<file path="config.mk">
export PLATFORM = sky130hd
export DESIGN_NAME = case_lookup_arbiter
export DESIGN_NICKNAME = d
export VERILOG_FILES = /design/src/rtl/case_lookup_arbiter.sv
export SDC_FILE = /design/constraint.sdc
export NUM_CORES = 1
export LEC_CHECK = 0
export ABC_AREA = 1
export ABC_CLOCK_PERIOD_IN_PS = 2600
export CORE_ASPECT_RATIO = 0.7
export CORE_MARGIN = 1
export CORE_UTILIZATION = 40
export DETAILED_ROUTE_END_ITERATION = 8
export PLACE_DENSITY = 0.67
export RECOVER_POWER = 100
export SYNTH_ARGS = -nofsm -noshare
export SYNTH_HDL_FRONTEND = slang
export SYNTH_SLANG_ARGS = --single-unit
</file>
<file path="constraint.sdc">
create_clock -name clk -period 2.6 [get_ports clk]
set_clock_uncertainty 0.05 [all_clocks]
set_input_delay 0.39 -clock clk [delete_from_list [all_inputs] [get_ports clk]]
set_output_delay 0.39 -clock clk [all_outputs]
set_load 0.02 [all_outputs]
</file>
<file path="src/rtl/case_lookup_arbiter.sv">
// case_lookup_arbiter
//   Shares one 4-entry select-to-data lookup among four requesters.
//   - Grants one requester at a time.
//   - Latches that requester's 2-bit select code.
//   - Returns the looked-up value with a one-cycle response strobe.
//   - Flags select code 3, which the lookup table does not cover.
//
// Build option:
//   ARB_FIXED_PRIORITY_EN - when defined, the lowest-index active requester wins.
//                           Otherwise arbitration is round-robin from ptr.
//
// Parameters:
//   DATA_W    response data width; table values are zero-extended (DATA_W >= 4)
//   PTR_INIT  round-robin pointer after reset (0..3)
//
// Ports:
//   clk         clock, rising edge
//   rst_n       asynchronous active-low reset
//   req[3:0]    level-sensitive requests
//   sel[7:0]    select codes; requester i uses sel[2i+1:2i]
//   lock[3:0]   requester i keeps the grant while lock[i] && req[i]
//   err_clr     clears err_sticky (a same-cycle set wins)
//   gnt[3:0]    one-hot grant, zero when idle
//   rsp_valid   one-cycle response strobe
//   rsp_id      requester owning the current response
//   rsp_data    lookup result
//   rsp_err     select code was uncovered; high together with rsp_valid
//   err_sticky  set by any rsp_err, held until err_clr
module case_lookup_arbiter #(
    parameter int unsigned DATA_W   = 4,
    parameter int unsigned PTR_INIT = 0
) (
    input  logic              clk,
    input  logic              rst_n,
    input  logic [3:0]        req,
    input  logic [7:0]        sel,
    input  logic [3:0]        lock,
    input  logic              err_clr,
    output logic [3:0]        gnt,
    output logic              rsp_valid,
    output logic [1:0]        rsp_id,
    output logic [DATA_W-1:0] rsp_data,
    output logic              rsp_err,
    output logic              err_sticky
);

    typedef enum logic [2:0] {
        StIdle  = 3'b001,
        StGrant = 3'b010,
        StResp  = 3'b100
    } state_e;

    state_e     state_q;
    logic [1:0] sel_q;
    logic [1:0] win_q;
    logic [1:0] winner;
    logic [1:0] winner_sel;
    logic [1:0] held_sel;

    // Shared decode table. Code 3 is uncovered and returns zero.
    function automatic logic [3:0] lookup(input logic [1:0] code);
        logic [3:0] val;
        unique case (code)
            2'd0:    val = 4'hA;
            2'd1:    val = 4'h6;
            2'd2:    val = 4'h3;
            default: val = 4'h0;
        endcase
        return val;
    endfunction

`ifdef ARB_FIXED_PRIORITY_EN
    always_comb begin
        winner = 2'd0;
        priority casez (req)
            4'b???1: winner = 2'd0;
            4'b??10: winner = 2'd1;
            4'b?100: winner = 2'd2;
            4'b1000: winner = 2'd3;
            default: winner = 2'd0;
        endcase
    end
`else
    logic [1:0] ptr_q;
    logic [1:0] rr_idx;

    // Walk the offsets from farthest to nearest, so the nearest active
    // requester at or above ptr is the one that sticks.
    always_comb begin
        winner = ptr_q;
        rr_idx = ptr_q;
        for (int k = 3; k >= 0; k--) begin
            rr_idx = ptr_q + 2'(k);
            if (req[rr_idx]) begin
                winner = rr_idx;
            end
        end
    end
`endif

    assign winner_sel = sel[{winner, 1'b0} +: 2];
    assign held_sel   = sel[{win_q, 1'b0} +: 2];

    always_ff @(posedge clk or negedge rst_n) begin
        if (!rst_n) begin
            state_q    <= StIdle;
            sel_q      <= 2'd0;
            win_q      <= 2'd0;
            gnt        <= 4'b0000;
            rsp_valid  <= 1'b0;
            rsp_id     <= 2'd0;
            rsp_data   <= '0;
            rsp_err    <= 1'b0;
            err_sticky <= 1'b0;
`ifndef ARB_FIXED_PRIORITY_EN
            ptr_q      <= 2'(PTR_INIT);
`endif
        end else begin
            // The set in StGrant is written later in this block, so a same-cycle set wins.
            if (err_clr) begin
                err_sticky <= 1'b0;
            end
            unique case (state_q)
                StIdle: begin
                    if (|req) begin
                        gnt     <= 4'b0001 << winner;
                        sel_q   <= winner_sel;
                        win_q   <= winner;
                        state_q <= StGrant;
                    end
                end
                StGrant: begin
                    rsp_data  <= DATA_W'(lookup(sel_q));
                    rsp_err   <= (sel_q == 2'd3);
                    rsp_id    <= win_q;
                    rsp_valid <= 1'b1;
                    if (sel_q == 2'd3) begin
                        err_sticky <= 1'b1;
                    end
                    state_q <= StResp;
                end
                StResp: begin
                    rsp_valid <= 1'b0;
                    rsp_err   <= 1'b0;
                    if (lock[win_q] && req[win_q]) begin
                        sel_q   <= held_sel;
                        state_q <= StGrant;
                    end else begin
                        gnt     <= 4'b0000;
`ifndef ARB_FIXED_PRIORITY_EN
                        ptr_q   <= win_q + 2'd1;
`endif
                        state_q <= StIdle;
                    end
                end
                default: begin
                    gnt       <= 4'b0000;
                    rsp_valid <= 1'b0;
                    rsp_err   <= 1'b0;
                    state_q   <= StIdle;
                end
            endcase
        end
    end

endmodule

</file>
# Word-level counts from Yosys, hierarchy flattened
# Index checks and enable logic that the tools add are counted.
dict set report totals {
  ff_bits 22
  input_bits 19
  out_inout_bits 13
  word_cells 72
}
dict set report classes {
  n_addsub 4
  magnitude_cmp 5
  n_eq_ne 9
  shift 3
  n_mux 31
  bitwise 2
  reduce_logical 8
}
# cell n
set op_table {}
lappend op_table {{4-bit one-hot mux with 3 select lines} 2}
lappend op_table {{8-bit by 4-bit indexed part select with 2-bit output} 2}
lappend op_table {{2-bit by 3-bit < comparator with 1-bit output (second input constant)} 5}
lappend op_table {{2-bit 2-to-1 mux} 7}
lappend op_table {{1-bit binary-select mux with 2-bit select} 6}
lappend op_table {{1-bit 2-to-1 mux} 9}
lappend op_table {{3-bit one-hot mux with 3 select lines} 1}
lappend op_table {{4-bit 2-to-1 mux} 2}
lappend op_table {{2-bit != test (second input constant)} 3}
lappend op_table {{3-bit AND reduction} 2}
lappend op_table {{2-bit by 1-bit adder with 2-bit output (second input constant)} 2}
lappend op_table {{2-bit adder (second input constant)} 2}
lappend op_table {{2-bit == test (second input constant)} 2}
lappend op_table {{1-bit one-hot mux with 2 select lines} 2}
lappend op_table {{2-bit one-hot mux with 2 select lines} 1}
lappend op_table {{2-bit AND reduction} 2}
lappend op_table {{4-bit OR reduction} 1}
lappend op_table {{1-bit by 2-bit << shifter with 4-bit output (first input constant)} 1}
lappend op_table {{3-bit by 1-bit == test with 1-bit output (second input constant)} 1}
lappend op_table {{3-bit by 2-bit == test with 1-bit output (second input constant)} 1}
lappend op_table {{3-bit == test (second input constant)} 1}
lappend op_table {{3-bit 2-to-1 mux} 1}
lappend op_table {{2-bit by 1-bit == test with 1-bit output (second input constant)} 1}
lappend op_table {{2-bit logical NOT} 1}
lappend op_table {{other kinds (3)} 4}

# Longest topological paths before layout
dict set report depth {
  word_depth 10
  depth_mapped 15
  ltp_nobuf 14
}

# Worst setup path after synthesis
# OpenSTA, ideal clock, no wires.
dict set report synth_timing {
  path_kind {register to register}
  start {register ptr_q[0]}
  end {register sel_q[0]}
  setup_time_ns 0.117
  arrival_time_ns 1.380
  path_slack_ns 1.052
  path_stages_with_launch 16
  cell_sequence {dfrtp_1 > buf_6 > inv_8 > nand2_1 > nand2_1 > nand2_1 > nand2_1 > nand2_2 > nand2_4 > nand2_2 > nand2_2 > nand3_2 > nand3_1 > nand3_1 > nand3_1 > nand2_1}
}
dict set report synth_between {
  elab_chain_len 10
  word_cells_on_any_way 18
  cone_classes {3 x add/sub; 1 x shift; 14 x mux}
}
# element line_no
set synth_lines {}
lappend synth_lines {{from (decl)} 84} ;# logic [1:0] ptr_q;
lappend synth_lines {{from (signal assigned)} 116} ;# ptr_q <= 2'(PTR_INIT);
lappend synth_lines {{from (signal assigned)} 151} ;# ptr_q <= win_q + 2'd1;
lappend synth_lines {{2-bit adder} 93} ;# rr_idx = ptr_q + 2'(k);
lappend synth_lines {{1-bit binary-select mux with 2-bit select} 94} ;# if (req[rr_idx]) begin
lappend synth_lines {{1-bit 2-to-1 mux (not written as such)} 94}
lappend synth_lines {{2-bit 2-to-1 mux (3 in series)} 94}
lappend synth_lines {{2-bit 2-to-1 mux (*)} 94}
lappend synth_lines {{8-bit by 4-bit indexed part select with 2-bit output (*)} 101} ;# assign winner_sel = sel[{winner, 1'b0} +: 2];
lappend synth_lines {{2-bit 2-to-1 mux (*)} 125} ;# if (|req) begin
lappend synth_lines {{2-bit one-hot mux with 2 select lines (*)} 123} ;# unique case (state_q)
lappend synth_lines {{to (signal assigned)} 127} ;# sel_q <= winner_sel;
lappend synth_lines {{to (signal assigned)} 146} ;# sel_q <= held_sel;
lappend synth_lines {{to (decl)} 54} ;# logic [1:0] sel_q;
# Every way passes the cells marked *; elsewhere a longest branch is shown, timed or not. The select of a mux whose other input is x is not followed.
# A chain may end at the register's enable or synchronous reset.

# Worst setup path in the final report
dict set report layout_timing {
  start {input req[0]}
  end {register sel_q[1]}
}
dict set report layout_between {
  elab_chain_len 9
  word_cells_on_any_way 22
  cone_classes {2 x eq/ne; 1 x shift; 16 x mux; 3 x reduce/logical}
}
# element line_no
set layout_lines {}
lappend layout_lines {{from (decl)} 35} ;# input logic [3:0] req,
lappend layout_lines {{1-bit binary-select mux with 2-bit select} 94}
lappend layout_lines {{1-bit 2-to-1 mux (not written as such)} 94}
lappend layout_lines {{2-bit 2-to-1 mux (4 in series)} 94}
lappend layout_lines {{8-bit by 4-bit indexed part select with 2-bit output} 101}
lappend layout_lines {{2-bit 2-to-1 mux} 125}
lappend layout_lines {{2-bit one-hot mux with 2 select lines} 123}
# Parallel ways exist; a longest one is shown, timed or not. The select of a mux whose other input is x is not followed.

==> reports/results.ini <==
[timing]
final.setup.worst_slack_ns=0.636
final.period_utilization_pct=75.5
finalSetupTns_ns=0
layout_min_cycle_time_ns=1.96
rsz0062_at_grt=false
hold_violations=0
slew_headroom_pct=52.4
setup_viol=0
maxSlewViolCount=0
holdWs_ns=0.424
worst_pin_slew_ns=0.713
fmax_mhz=509

[cells_and_area]
diodes=0
drive_above_1_share_pct=11.8
area_growth_syn_to_layout_pct=30.8
finalNetCount=223
final_cell_mix=nand2_1, nand3_1, dfrtp_1
fill_cells=274
layout_commonest_cell=nand2_1
final_util_pct=57.2

[routing]
drt_iter0_markers=69
dr_total_vias=1236
detail-route-antenna-nets=0
drc_errors=0
first_pass_iters=4
wl_per_cell_microns=13.0
wl_microns=3100
via_per_inst=5.17

[clocking]
cts_made_buffers=3
path_clk_slew_ns=0.08
clk_path_buf_depth=2
cts_resized=0
clock_sinks=22
hold_buffers=0
cts-root-buf=clkbuf_8
htree_levels=1
post_cts_buffers=0
clkLatencyLatePin_ns=0.26
cts_tree=done

[critical_path]
cp.required_ns=2.71
path_class=in -> reg
max_stage_delay_ns=0.61
critPathSlowestCell=dlygate4sd3_1
crit_arrival_ns=2.07
startpoint_type=input port
cp_cell_sequence=dlygate4sd3_1 > nor4_1 > nor2_1 > inv_1 > nand2_1 > nand3_1 > nand2_1
crit_path_frequent_cell=nand2_1
end_kind=flop
critical_path.max_fanout=6

[status]
status=finished clean

[floorplan]
die_y_microns=49.3
rows=16
die_width_microns=69.6
coreArea_sq_um=2920
io_pins=32
die-area_sq_um=3430
start_util_pct=43.7

[synth]
synthesis.nets=187
synth_edf_count=0
synthCells=168
yosysWarnings=0
syn-cell-area_sq_um=1280
synth_cell_types=22
syn_area_per_cell_sq_um=7.61
ys_ff_latch=22
synth-async-reset-ratio_pct=100
synthFlopType=dfrtp_1
yosysSeqAreaShare_pct=43.2

[place]
dp_hpwl_microns=2490
dp_slack_ns=0.441
port_buffers=31
place_congestion=0.866

[global_routing]
overflow=0
grt_pass1_vias=1208
track_usage_pct=20.1
antenna_found_initial=0
grt_first_pass_wirelength_microns=5450
grt_start_max_net_pins=14

[pwr]
power_frac_clock_pct=12.2
switchingPower_uw=951
peakVddDrop_mv=0.631
p_comb_share_pct=57.5
p_per_area_nw_per_um2=1190
pwr-share-seq_pct=30.4
p_sw_share_pct=47.6
fin_total_pwr_uw=2000
p_int_uw=1050
p_leak_uw=0.000841

[min_path]
hold_class=reg -> reg

[flow_run]
maxCapViolCount=0

through the flow:
stage	instances	cell area, sq um
6_report	239	1670
4_1_cts	239	1690
3_5_place_dp	235	1630
3_3_place_gp	235	1630
5_1_grt	239	1670
2_1_floorplan	168	1280
layer usage:
metal / share of wire (%) / vias to the layer above / GRT usage [%]
met5: 0 / - / 0
met4: 0.13 / 0 / 2.04
met3: 5.4 / 2 / 5.37
met2: 44 / 34 / 31.2
met1: 50 / 576 / 29.1
li1: - / 624 / -
power groups by stage:
| stage | registers (uW) | logic [uW] | clock network (uW) |
|---|---|---|---|
| detailed placement | 615 | 1190 | 0 |
| finish | 606 | 1150 | 243 |
| global route | 626 | 1290 | 267 |
| floorplan | 652 | 803 | 0 |
| global placement | 611 | 1160 | 0 |
| CTS | 610 | 1190 | 254 |
critical path, delay by kind of cell:
kind                   cells  cell delay [ns]
buffers and inverters      2             0.75
and+or+nand+nor            5             0.93
flip-flops by register name, indices dropped and copies added, names as in the netlist:
signal      count
err_sticky      1
gnt             4
ptr_q           2
rsp_data        4
rsp_err         1
rsp_id          2
rsp_valid       1
sel_q           2
state_q         3
win_q           2
cell usage after synthesis (2+ instances only):
library cell | instances | area, sq um
dfrtp_1 | 21 | 526
inv_1 | 20 | 75.1
inv_2 | 2 | 7.51
nand2_1 | 43 | 161
nand2_2 | 8 | 50.1
nand2_4 | 2 | 22.5
nand3_1 | 28 | 140
nand3_2 | 5 | 50.1
nor2_1 | 7 | 26.3
o21ai_0 | 18 | 90.1
o31ai_1 | 3 | 22.5
kinds of logic (layout without fill, tap and decap cells):
logic type	count (synthesis)	count (layout)	synth area share, %
buffers and inverters	25	60	8.61
and+or+nand+nor	97	97	37.5
AOI/OAI and AO/OA	24	24	10.8
DFF	22	22	43.2
area by class of cell:
| type | instances | area [sq um] | share of cell area (%) |
|---|---|---|---|
| Multi-Input combinational cell | 121 | 609 | 36.4 |
| Sequential cell | 22 | 552 | 33.0 |
| Timing Repair Buffer | 33 | 318 | 19.0 |
| Inverter | 23 | 93.8 | 5.61 |
| Clock buffer | 4 | 55.1 | 3.29 |
| Tap cell | 36 | 45.0 | 2.69 |
path summary, 6_finish.rpt:
check	from	endpoint	slack [ns]	cells after the start
setup / recovery	req[0]	sel_q[1]	0.64	7
hold / removal	rsp_valid	rsp_valid	0.42	2
setup reg to reg	ptr_q[0]	sel_q[1]	0.73	13
hold reg to reg	rsp_valid	rsp_valid	0.42	2
max in group asynchronous	rst_n	rsp_valid	1.04	2
min in group asynchronous	rst_n	ptr_q[0]	0.47	1
Note: power is estimated with default switching activity, not from simulation.
